--- src/rtl/div_seq_pkg.sv ---
// Shared constants and state encoding for the sequential 16-bit divider.
package div_seq_pkg;
  localparam int DIV_WIDTH = 16;
  localparam int ITERS     = 16;
  localparam int CNT_W     = 4;
  localparam logic [DIV_WIDTH-1:0] DZ_QUOT = 16'hFFFF;

  typedef enum logic [2:0] {
    S_IDLE = 3'd0,
    S_PREP = 3'd1,
    S_ITER = 3'd2,
    S_FIX  = 3'd3,
    S_DONE = 3'd4
  } state_e;
endpackage

--- src/rtl/div_seq_inverse.sv ---
// Conditional bitwise inverter: passes the operand through or returns its one's complement.
module div_seq_inverse #(
  parameter int WIDTH = 16
) (
  input  logic             op_i,
  input  logic [WIDTH-1:0] a_i,
  output logic [WIDTH-1:0] y_o
);
  assign y_o = op_i ? ~a_i : a_i;
endmodule

--- src/rtl/div_seq.sv ---
// Start/busy/done restoring divider: one quotient bit per cycle, signed operands handled
// by dividing magnitudes and fixing the result signs afterwards.
module div_seq
  import div_seq_pkg::*;
#(
  parameter int WIDTH = DIV_WIDTH
) (
  input  logic             clk,
  input  logic             rst,
  input  logic             start,
  input  logic             signed_op,
  input  logic [WIDTH-1:0] dividend,
  input  logic [WIDTH-1:0] divisor,
  output logic             busy,
  output logic             done,
  output logic [WIDTH-1:0] quotient,
  output logic [WIDTH-1:0] remainder,
  output logic             div_zero
);

  state_e           state_q;
  logic             busy_q, done_q, dz_q;
  logic [WIDTH-1:0] quot_q, rmd_q;
  logic [CNT_W-1:0] cnt_q;
  logic             sgn_q, sa_q, sb_q;
  logic [WIDTH-1:0] a_q, b_q, dvd_q, dvs_q;
  logic [WIDTH:0]   prem_q;

  logic [WIDTH-1:0] dvs_inv;
  logic [WIDTH:0]   prem_sh, trial, prem_d;
  logic [WIDTH-1:0] dvd_d;
  logic             qbit, last_iter, b_zero;

  function automatic logic [WIDTH-1:0] cneg(input logic [WIDTH-1:0] x, input logic en);
    return en ? (~x + WIDTH'(1)) : x;
  endfunction

  div_seq_inverse #(.WIDTH(WIDTH)) inverse (
    .op_i (1'b1),
    .a_i  (dvs_q),
    .y_o  (dvs_inv)
  );

  // The partial remainder never exceeds 16 bits between steps, so the shifted top bit is always 0.
  always_comb begin
    prem_sh   = (prem_q << 1) | {{WIDTH{1'b0}}, dvd_q[WIDTH-1]};
    trial     = prem_sh + {1'b1, dvs_inv} + (WIDTH+1)'(1);
    qbit      = ~trial[WIDTH];
    prem_d    = qbit ? trial : prem_sh;
    dvd_d     = {dvd_q[WIDTH-2:0], qbit};
    last_iter = (cnt_q == CNT_W'(ITERS-1));
    b_zero    = (b_q == '0);
  end

  always_ff @(posedge clk) begin
    if (rst) begin
      state_q <= S_IDLE;
      busy_q  <= 1'b0;
      done_q  <= 1'b0;
    end else begin
      done_q <= 1'b0;
      case (state_q)
        S_IDLE: if (start) begin
          state_q <= S_PREP;
          busy_q  <= 1'b1;
        end
        S_PREP: if (b_zero) begin
          state_q <= S_DONE;
          done_q  <= 1'b1;
        end else begin
          state_q <= S_ITER;
        end
        S_ITER: if (last_iter) state_q <= S_FIX;
        S_FIX: begin
          state_q <= S_DONE;
          done_q  <= 1'b1;
        end
        S_DONE: begin
          state_q <= S_IDLE;
          busy_q  <= 1'b0;
        end
        default: begin
          state_q <= S_IDLE;
          busy_q  <= 1'b0;
        end
      endcase
    end
  end

  // Working registers; sa_q/sb_q already fold in the signed-mode qualifier.
  always_ff @(posedge clk) begin
    case (state_q)
      S_IDLE: if (start) begin
        sgn_q <= signed_op;
        a_q   <= dividend;
        b_q   <= divisor;
      end
      S_PREP: begin
        sa_q   <= sgn_q & a_q[WIDTH-1];
        sb_q   <= sgn_q & b_q[WIDTH-1];
        dvd_q  <= cneg(a_q, sgn_q & a_q[WIDTH-1]);
        dvs_q  <= cneg(b_q, sgn_q & b_q[WIDTH-1]);
        prem_q <= '0;
      end
      S_ITER: begin
        prem_q <= prem_d;
        dvd_q  <= dvd_d;
      end
      default: ;
    endcase
  end

  always_ff @(posedge clk) begin
    if (rst) begin
      cnt_q <= '0;
    end else if (state_q == S_PREP) begin
      cnt_q <= '0;
    end else if (state_q == S_ITER) begin
      cnt_q <= cnt_q + CNT_W'(1);
    end
  end

  always_ff @(posedge clk) begin
    if (rst) begin
      quot_q <= '0;
      rmd_q  <= '0;
      dz_q   <= 1'b0;
    end else begin
      case (state_q)
        S_IDLE: if (start) dz_q <= 1'b0;
        S_PREP: if (b_zero) begin
          quot_q <= DZ_QUOT;
          rmd_q  <= a_q;
          dz_q   <= 1'b1;
        end
        S_FIX: begin
          quot_q <= cneg(dvd_q, sa_q ^ sb_q);
          rmd_q  <= cneg(prem_q[WIDTH-1:0], sa_q);
        end
        default: ;
      endcase
    end
  end

  assign busy      = busy_q;
  assign done      = done_q;
  assign quotient  = quot_q;
  assign remainder = rmd_q;
  assign div_zero  = dz_q;

endmodule

--- config.mk ---
export PLATFORM = sky130hd
export DESIGN_NAME = div_seq
export DESIGN_NICKNAME = d
export VERILOG_FILES = /design/src/rtl/div_seq_pkg.sv /design/src/rtl/div_seq_inverse.sv /design/src/rtl/div_seq.sv
export SDC_FILE = /design/constraint.sdc
export NUM_CORES = 1
export LEC_CHECK = 0
export ABC_AREA = 1
export CAP_MARGIN = 20
export CORE_MARGIN = 5
export CORE_UTILIZATION = 55
export CTS_BUF_LIST = sky130_fd_sc_hd__clkbuf_8
export CTS_CLUSTER_DIAMETER = 120
export DETAILED_ROUTE_END_ITERATION = 16
export PLACE_DENSITY = 0.79
export SLEW_MARGIN = 20
export SYNTH_ARGS = -nofsm -noshare
export SYNTH_HDL_FRONTEND = slang
export SYNTH_SLANG_ARGS = --single-unit
--- constraint.sdc ---
create_clock -name clk -period 2.65 [get_ports clk]
set_input_delay 0.795 -clock clk [delete_from_list [all_inputs] [get_ports clk]]
set_output_delay 0.795 -clock clk [all_outputs]
set_load 0.01 [all_outputs]
==> results of run 1 <==
[power by group]
group | internal, uW | total, uW | leakage (uW) | switching [uW]
clock network | 941 | 1750 | 0.000200 | 808
logic | 832 | 2360 | 0.00269 | 1530
registers | 2460 | 2710 | 0.00113 | 244
total | 4240 | 6820 | 0.00402 | 2580
[layout make-up]
type	instances	share of cell area, %
Clock buffer	17	2.64
Multi-Input combinational cell	684	39.5
Inverter	156	6.62
Sequential cell	125	37.7
Timing Repair Buffer	79	8.96
Tap cell	176	2.49
Clock inverter	15	2.11
[through the flow]
step | cells | total power (uW) | hold slack (ns) | util, %
3_5_place_dp | 1220 | 5080 | 0.452 | 63.2
6_report | 1252 | 6820 | 0.464 | 66.3
2_1_floorplan | 985 | 4440 | 0.426 | -
5_1_grt | 1252 | 7310 | 0.491 | 66.3
4_1_cts | 1252 | 6850 | 0.460 | 66.3
3_3_place_gp | 1220 | 5020 | 0.449 | 63.2
[worst max path at each step]
stage	from	endpoint	slack (ns)	cells after the start
finish	dvd_q[15]	dvd_q[0]	0.31	13
global route	dvd_q[15]	prem_q[10]	0.09	13
CTS	dvd_q[15]	dvd_q[0]	0.33	13
detailed placement	dvd_q[15]	prem_q[15]	0.36	13
global placement	dvd_q[15]	prem_q[15]	0.43	13
floorplan	state_q[1]	dvd_q[0]	0.37	3
[cells in the mapped netlist (2+ instances only)]
| cell type | count |
|---|---|
| buf_2 | 8 |
| nand3_2 | 2 |
| clkinv_1 | 2 |
| nand2_1 | 238 |
| o21ai_1 | 2 |
| xnor2_1 | 6 |
| nand2_2 | 7 |
| nor3_1 | 12 |
| a31oi_1 | 4 |
| nand4_1 | 5 |
| nor2_2 | 12 |
| nand3b_1 | 7 |
| or2_1 | 2 |
| edfxtp_1 | 83 |
| a21oi_1 | 32 |
| nand2_4 | 6 |
| o211ai_1 | 5 |
| ha_1 | 21 |
| o21bai_1 | 2 |
| nand3_1 | 95 |
| xor2_1 | 20 |
| inv_1 | 149 |
| or2_2 | 2 |
| dfxtp_1 | 42 |
| inv_2 | 5 |
| nor2_1 | 129 |
| clkbuf_1 | 8 |
| o21ai_0 | 55 |
| nor3_4 | 3 |
| nand3_4 | 3 |
| nor3_2 | 4 |
[kinds of logic after synthesis]
family                   Yosys count  synth area share (%)
AND/OR/NAND/NOR                  530                  31.9
adder cells (fa/ha/maj)           22                  3.76
XOR/XNOR                          26                  3.03
buffers and inverters            176                  9.21
flip-flops                       125                  44.3
AO/OA/AOI/OAI                    106                  7.75
[worst max-delay path, stage by stage (launching register included)]
cell and delay (ns):
edfxtp_1 0.39, inv_1 0.07, ha_1 0.23, fa_1 0.42, inv_1 0.09, nand2_1 0.05
nand2_1 0.08, nand3_1 0.11, nand2_2 0.13, nand2_4 0.09, nand2_4 0.09, nand2_4 0.10
nand2_4 0.14, o21ai_1 0.07
[flip-flops by register name, indices dropped and copies added, names as in the netlist]
signal / flops
a_q: 16
cnt_q: 4
quotient: 16
sb_q: 1
prem_q: 16
dvs_q: 16
dvd_q: 16
sa_q: 1
done: 1
sgn_q: 1
b_q: 16
state_q: 3
div_zero: 1
remainder: 16
busy: 1
[metal layers]
layer | routed length [um] | up-vias | GRT usage, % | share of wire, %
met1 | 8190 | 2953 | 32.2 | 46
met4 | 368 | 0 | 7.82 | 2.1
met2 | 7760 | 255 | 34.7 | 43
met5 | 0 | - | 0 | 0
met3 | 1610 | 32 | 6.60 | 9.0
li1 | - | 3329 | - | -
==> reports/qor.csv, run 1 <==
stage,metric,value,unit
status,result of the run,finished clean,
synth,cell count after synthesis,985,
die,horizontal die dimension,127,um
hold_path,worst min-delay path startpoint,b_q[0],
synth,post-synthesis register bit count,125,
place,HPWL after detailed placement,13.6,mm
drt,Detail Route Antenna Nets,0,
sta,final cycle utilization of the critical path,88.2,%
synth,sequential element share of the synthesized area,44.3,%
drt,DRC Markers,0,
setup_path,setup slack of the worst register-to-register path,0.31,ns
global_route,remaining global-route overflow,0,
global_route,wire length of the first global-routing pass,29.5,mm
synth,proportion of netlist area held by the largest area contributor,33.1,%
power_and_ir_drop,power density cells,771,nW/um^2
die,total die area,16100,sq um
place,placed cell areas,8430,sq um
drt,mean routed wirelength per cell,14.3,um
setup_path,kind of capture point of the worst setup path,register,
setup_path,required arrival time at the worst endpoint,2.84,ns
place,worst-case setup slack after placement,0.360,ns
synth,share of flip-flops with an asynchronous set or reset,0,%
clock_network,post-CTS sizing,0,
die,I/O pins,71,
synth,Avg Inst Size Synth,7.64,sq um
synth,ys flop type,edfxtp_1,
place,number of buffers inserted by port buffering,70,
clock_network,"CTS clk-pin slew, worst paths",0.07,ns
cells_and_area,area taken by flip-flops and latches,3330,sq um
sta,minimum setup slack in the final design,0.311,ns
sta,setup repair after global routing missed its margin,false,
cells_and_area,Layout Nets,1121,
setup_path,arrival time reported for the critical path endpoint,2.52,ns
sta,Slew Limit Fails,0,
cells_and_area,design area,8850,sq um
setup_path,worst r2r src,dvd_q[15],
global_route,largest net degree at the start of global routing,38,
clock_network,clk sink count,125,
global_route,number of antenna violations at the first check in global routing,0,
hold_path,Hold Crit Class,reg2reg,
global_route,via count of the first global-routing pass,6088,
hold_path,Hold EP,dvs_q[0],
clock_network,clock tree from TritonCTS,built,
sta,Hold Fails Final Rpt,0,
hold_path,Hold Path Depth,0,
setup_path,worst reg2reg path depth,13,
cells_and_area,share of layout cells above drive strength 1,8.27,%
synth,net count after synthesis,1043,
drt,First-pass DRT Iterations,5,
sta,Achievable Freq,428,MHz
sta,minimum clock period,2.34,ns
setup_path,highest net fanout along the worst path,10,
cells_and_area,most frequent standard cell in the layout excluding fill and tap cells,nand2_1,
synth,post-synth top area cell,edfxtp_1,
setup_path,WS Path Type,reg2reg,
cells_and_area,Ant. Diodes,0,
die,core region area,13300,sq um
global_route,total routing usage reported by global routing,23.1,%
drt,number of vias per cell after detailed routing,5.25,
clock_network,clock buffer depth,2,
power_and_ir_drop,VDD IR max,0.486,mV
drt,DRT iter0 DRCs,819,
clock_network,H-tree depth reported by CTS,4,
clock_network,buffer type at the clock tree root,clkbuf_8,
synth,number of different library cells in the post-synthesis netlist,45,
clock_network,clock latency at the later pin of the worst-skew pair,0.45,ns
sta,TNS Setup,0,ns
synth,Post-synth EDFFs,83,
clock_network,Setup Buffers After CTS,0,
setup_path,critical path launch point type,register,
setup_path,reg-to-reg critical path endpoint,dvd_q[0],
cells_and_area,layout filler cell count,1137,
die,std cell rows,42,
synth,post-synthesis instance area,7520,sq um
power_and_ir_drop,static leakage,0.00402,uW
clock_network,cts bufs inserted,17,
die,starting density of the core,56.4,%
cells_and_area,area growth from synthesis to final layout,17.6,%
clock_network,cts-stage hold buffer count,0,
sta,Worst-Margin Slew,0.457,ns
synth,ranking of synthesized cells by area,"edfxtp_1 33%, nand2_1 12%, dfxtp_1 11%, inv_1 7.4%, nor2_1 6.4%",
sta,worst-case headroom to the max-slew limit,69.3,%
die,Die Y,127,um
synth,synthesis warning total,0,
sta,clock skew,0.0160,ns
sta,endpoints failing setup,0,
cells_and_area,"commonest non-fill, non-tap cells in the layout","238 x nand2_1, 149 x inv_1, 129 x nor2_1",
job,maxcap violations,0,
drt,sum of routed wire length over all layers,17.9,mm
cells_and_area,area of the multi-input gates,3500,sq um
place,gp weighted congestion,0.959,
drt,total via count in the routed design,6569,
Power figures use the tool's default switching activity.
==> run 2, diff against run 1 <==
--- a/config.mk
+++ b/config.mk
@@ -7,7 +7,7 @@
 export LEC_CHECK = 0
 export ABC_AREA = 1
 export CAP_MARGIN = 20
-export CORE_MARGIN = 5
+export CORE_MARGIN = 2
 export CORE_UTILIZATION = 55
 export CTS_BUF_LIST = sky130_fd_sc_hd__clkbuf_8
 export CTS_CLUSTER_DIAMETER = 120
==> reports/qor.csv, run 2 (synthesis gave the netlist of run 1 again) <==
stage,metric,value,unit
drt,DRT iter0 DRCs,778,
cells_and_area,"commonest non-fill, non-tap cells in the layout","238 x nand2_1, 151 x inv_1, 129 x nor2_1",
global_route,via count of the first global-routing pass,6248,
sta,worst-case headroom to the max-slew limit,64.4,%
sta,Achievable Freq,432,MHz
clock_network,buffer type at the clock tree root,clkbuf_8,
die,total die area,14600,sq um
cells_and_area,Final Non-Filler Cells,1251,
power_and_ir_drop,switching pwr,2530,uW
cells_and_area,Layout Nets,1121,
drt,sum of routed wire length over all layers,17.6,mm
sta,final cycle utilization of the critical path,87.3,%
power_and_ir_drop,static leakage,0.00402,uW
power_and_ir_drop,switching power as a share of total power,37.5,%
setup_path,Critical Path Start,dvd_q[15],
cells_and_area,area taken by flip-flops and latches,3330,sq um
drt,number of vias per cell after detailed routing,5.31,
cells_and_area,area growth from synthesis to final layout,17.1,%
sta,Worst-Margin Slew,0.531,ns
place,cell count after placement,1220,
clock_network,clock buffer depth,2,
clock_network,clock latency at the later pin of the worst-skew pair,0.45,ns
place,number of buffers inserted by port buffering,70,
hold_path,worst min-delay path startpoint,busy,
clock_network,Setup Buffers After CTS,0,
drt,total via count in the routed design,6642,
status,result of the run,finished clean,
cells_and_area,layout filler cell count,1146,
global_route,wire length of the first global-routing pass,29.6,mm
sta,minimum clock period,2.31,ns
die,core region area,13300,sq um
sta,TNS Setup,0,ns
setup_path,highest net fanout along the worst path,10,
power_and_ir_drop,power density cells,765,nW/um^2
clock_network,H-tree depth reported by CTS,4,
cells_and_area,area of the multi-input gates,3500,sq um
setup_path,worst reg2reg path depth,13,
clock_network,cts-stage hold buffer count,0,
drt,mean routed wirelength per cell,14.1,um
place,gp weighted congestion,1.00,
die,I/O pins,71,
die,horizontal die dimension,121,um
die,Die Y,121,um
clock_network,cts bufs inserted,17,
sta,Hold Slack,0.461,ns
cells_and_area,most frequent standard cell in the layout excluding fill and tap cells,nand2_1,
power_and_ir_drop,sequential fraction of design power,40.3,%
hold_path,Hold Path Depth,2,
power_and_ir_drop,VDD IR max,0.451,mV
sta,Slew Limit Fails,0,
setup_path,critical path launch point type,register,
die,starting density of the core,56.6,%
setup_path,kind of capture point of the worst setup path,register,
place,HPWL after detailed placement,13.3,mm
sta,Hold Fails Final Rpt,0,
clock_network,clk sink count,125,
setup_path,required arrival time at the worst endpoint,2.85,ns
global_route,number of antenna violations at the first check in global routing,0,
sta,endpoints failing setup,0,
job,maxcap violations,0,
cells_and_area,share of the core filled with cells,66.2,%
setup_path,WS Path Type,reg2reg,
power_and_ir_drop,Cell Int Power,4210,uW
global_route,remaining global-route overflow,0,
global_route,total routing usage reported by global routing,26.0,%
setup_path,worst r2r src,dvd_q[15],
drt,First-pass DRT Iterations,6,
cells_and_area,share of layout cells above drive strength 1,7.91,%
clock_network,"CTS clk-pin slew, worst paths",0.07,ns
hold_path,Hold Crit Class,reg2reg,
clock_network,post-CTS sizing,0,
drt,Detail Route Antenna Nets,0,
sta,clock skew,0.0104,ns
cells_and_area,Ant. Diodes,0,
sta,setup repair after global routing missed its margin,false,
drt,DRC Markers,0,
setup_path,arrival time reported for the critical path endpoint,2.51,ns
die,std cell rows,42,
clock_network,clock tree from TritonCTS,built,
global_route,largest net degree at the start of global routing,35,
power_and_ir_drop,combinational power share,35.0,%
power_and_ir_drop,portion of total power attributed to the clock network,24.7,%
run 2: cell count changes in the layout (fill, tap and decap cells not counted), sizes merged:
cell / delta
clkinv: +2
clkinvlp: -1
inv: -2
run 2: critical path, stage by stage (launching register included):
cell and delay, ns:
edfxtp_1 0.38, inv_1 0.08, ha_1 0.22, fa_1 0.41, inv_1 0.09, nand2_1 0.05
nand2_1 0.08, nand3_1 0.11, nand2_2 0.13, nand2_4 0.09, nand2_4 0.10, nand2_4 0.10
nand2_4 0.13, o21ai_1 0.07
run 2: per-stage QoR:
step / power [uW] / setup WS, ns / cell area, sq um
final: 6730 / 0.336 / 8810
after global routing: 7200 / 0.149 / 8810
after CTS: 6740 / 0.336 / 8810
after detailed placement: 5080 / 0.355 / 8420
after global placement: 5020 / 0.430 / 8420
after floorplan: 4440 / 0.365 / 7520
run 2: path summary, 6_finish.rpt:
check | endpoint | slack, ns
worst max-delay path | dvd_q[0] | 0.34
worst min-delay path | busy | 0.46
worst max register to register | dvd_q[0] | 0.34
worst min register to register | busy | 0.46
run 2: power by group through the flow:
stage / logic (uW) / registers [uW] / clock network, uW
floorplan: 1750 / 2690 / 0
global placement: 2280 / 2740 / 0
detailed placement: 2330 / 2750 / 0
CTS: 2350 / 2710 / 1680
global route: 2690 / 2740 / 1770
finish: 2360 / 2710 / 1660
run 2: layout make-up:
class                           count  share of cell area, %
Clock inverter                     14                   1.78
Multi-Input combinational cell    684                   39.7
Tap cell                          176                   2.50
Clock buffer                       17                   2.66
Inverter                          156                   6.65
Sequential cell                   125                   37.8
Timing Repair Buffer               79                   8.86
run 2: layer usage:
metal	vias to the layer above	GRT usage, %	part of all wire [%]
met1	3004	36.3	45
met4	0	9.16	2.3
met5	-	0	0
met3	33	6.30	8.4
met2	275	39.4	44
li1	3330	-	-
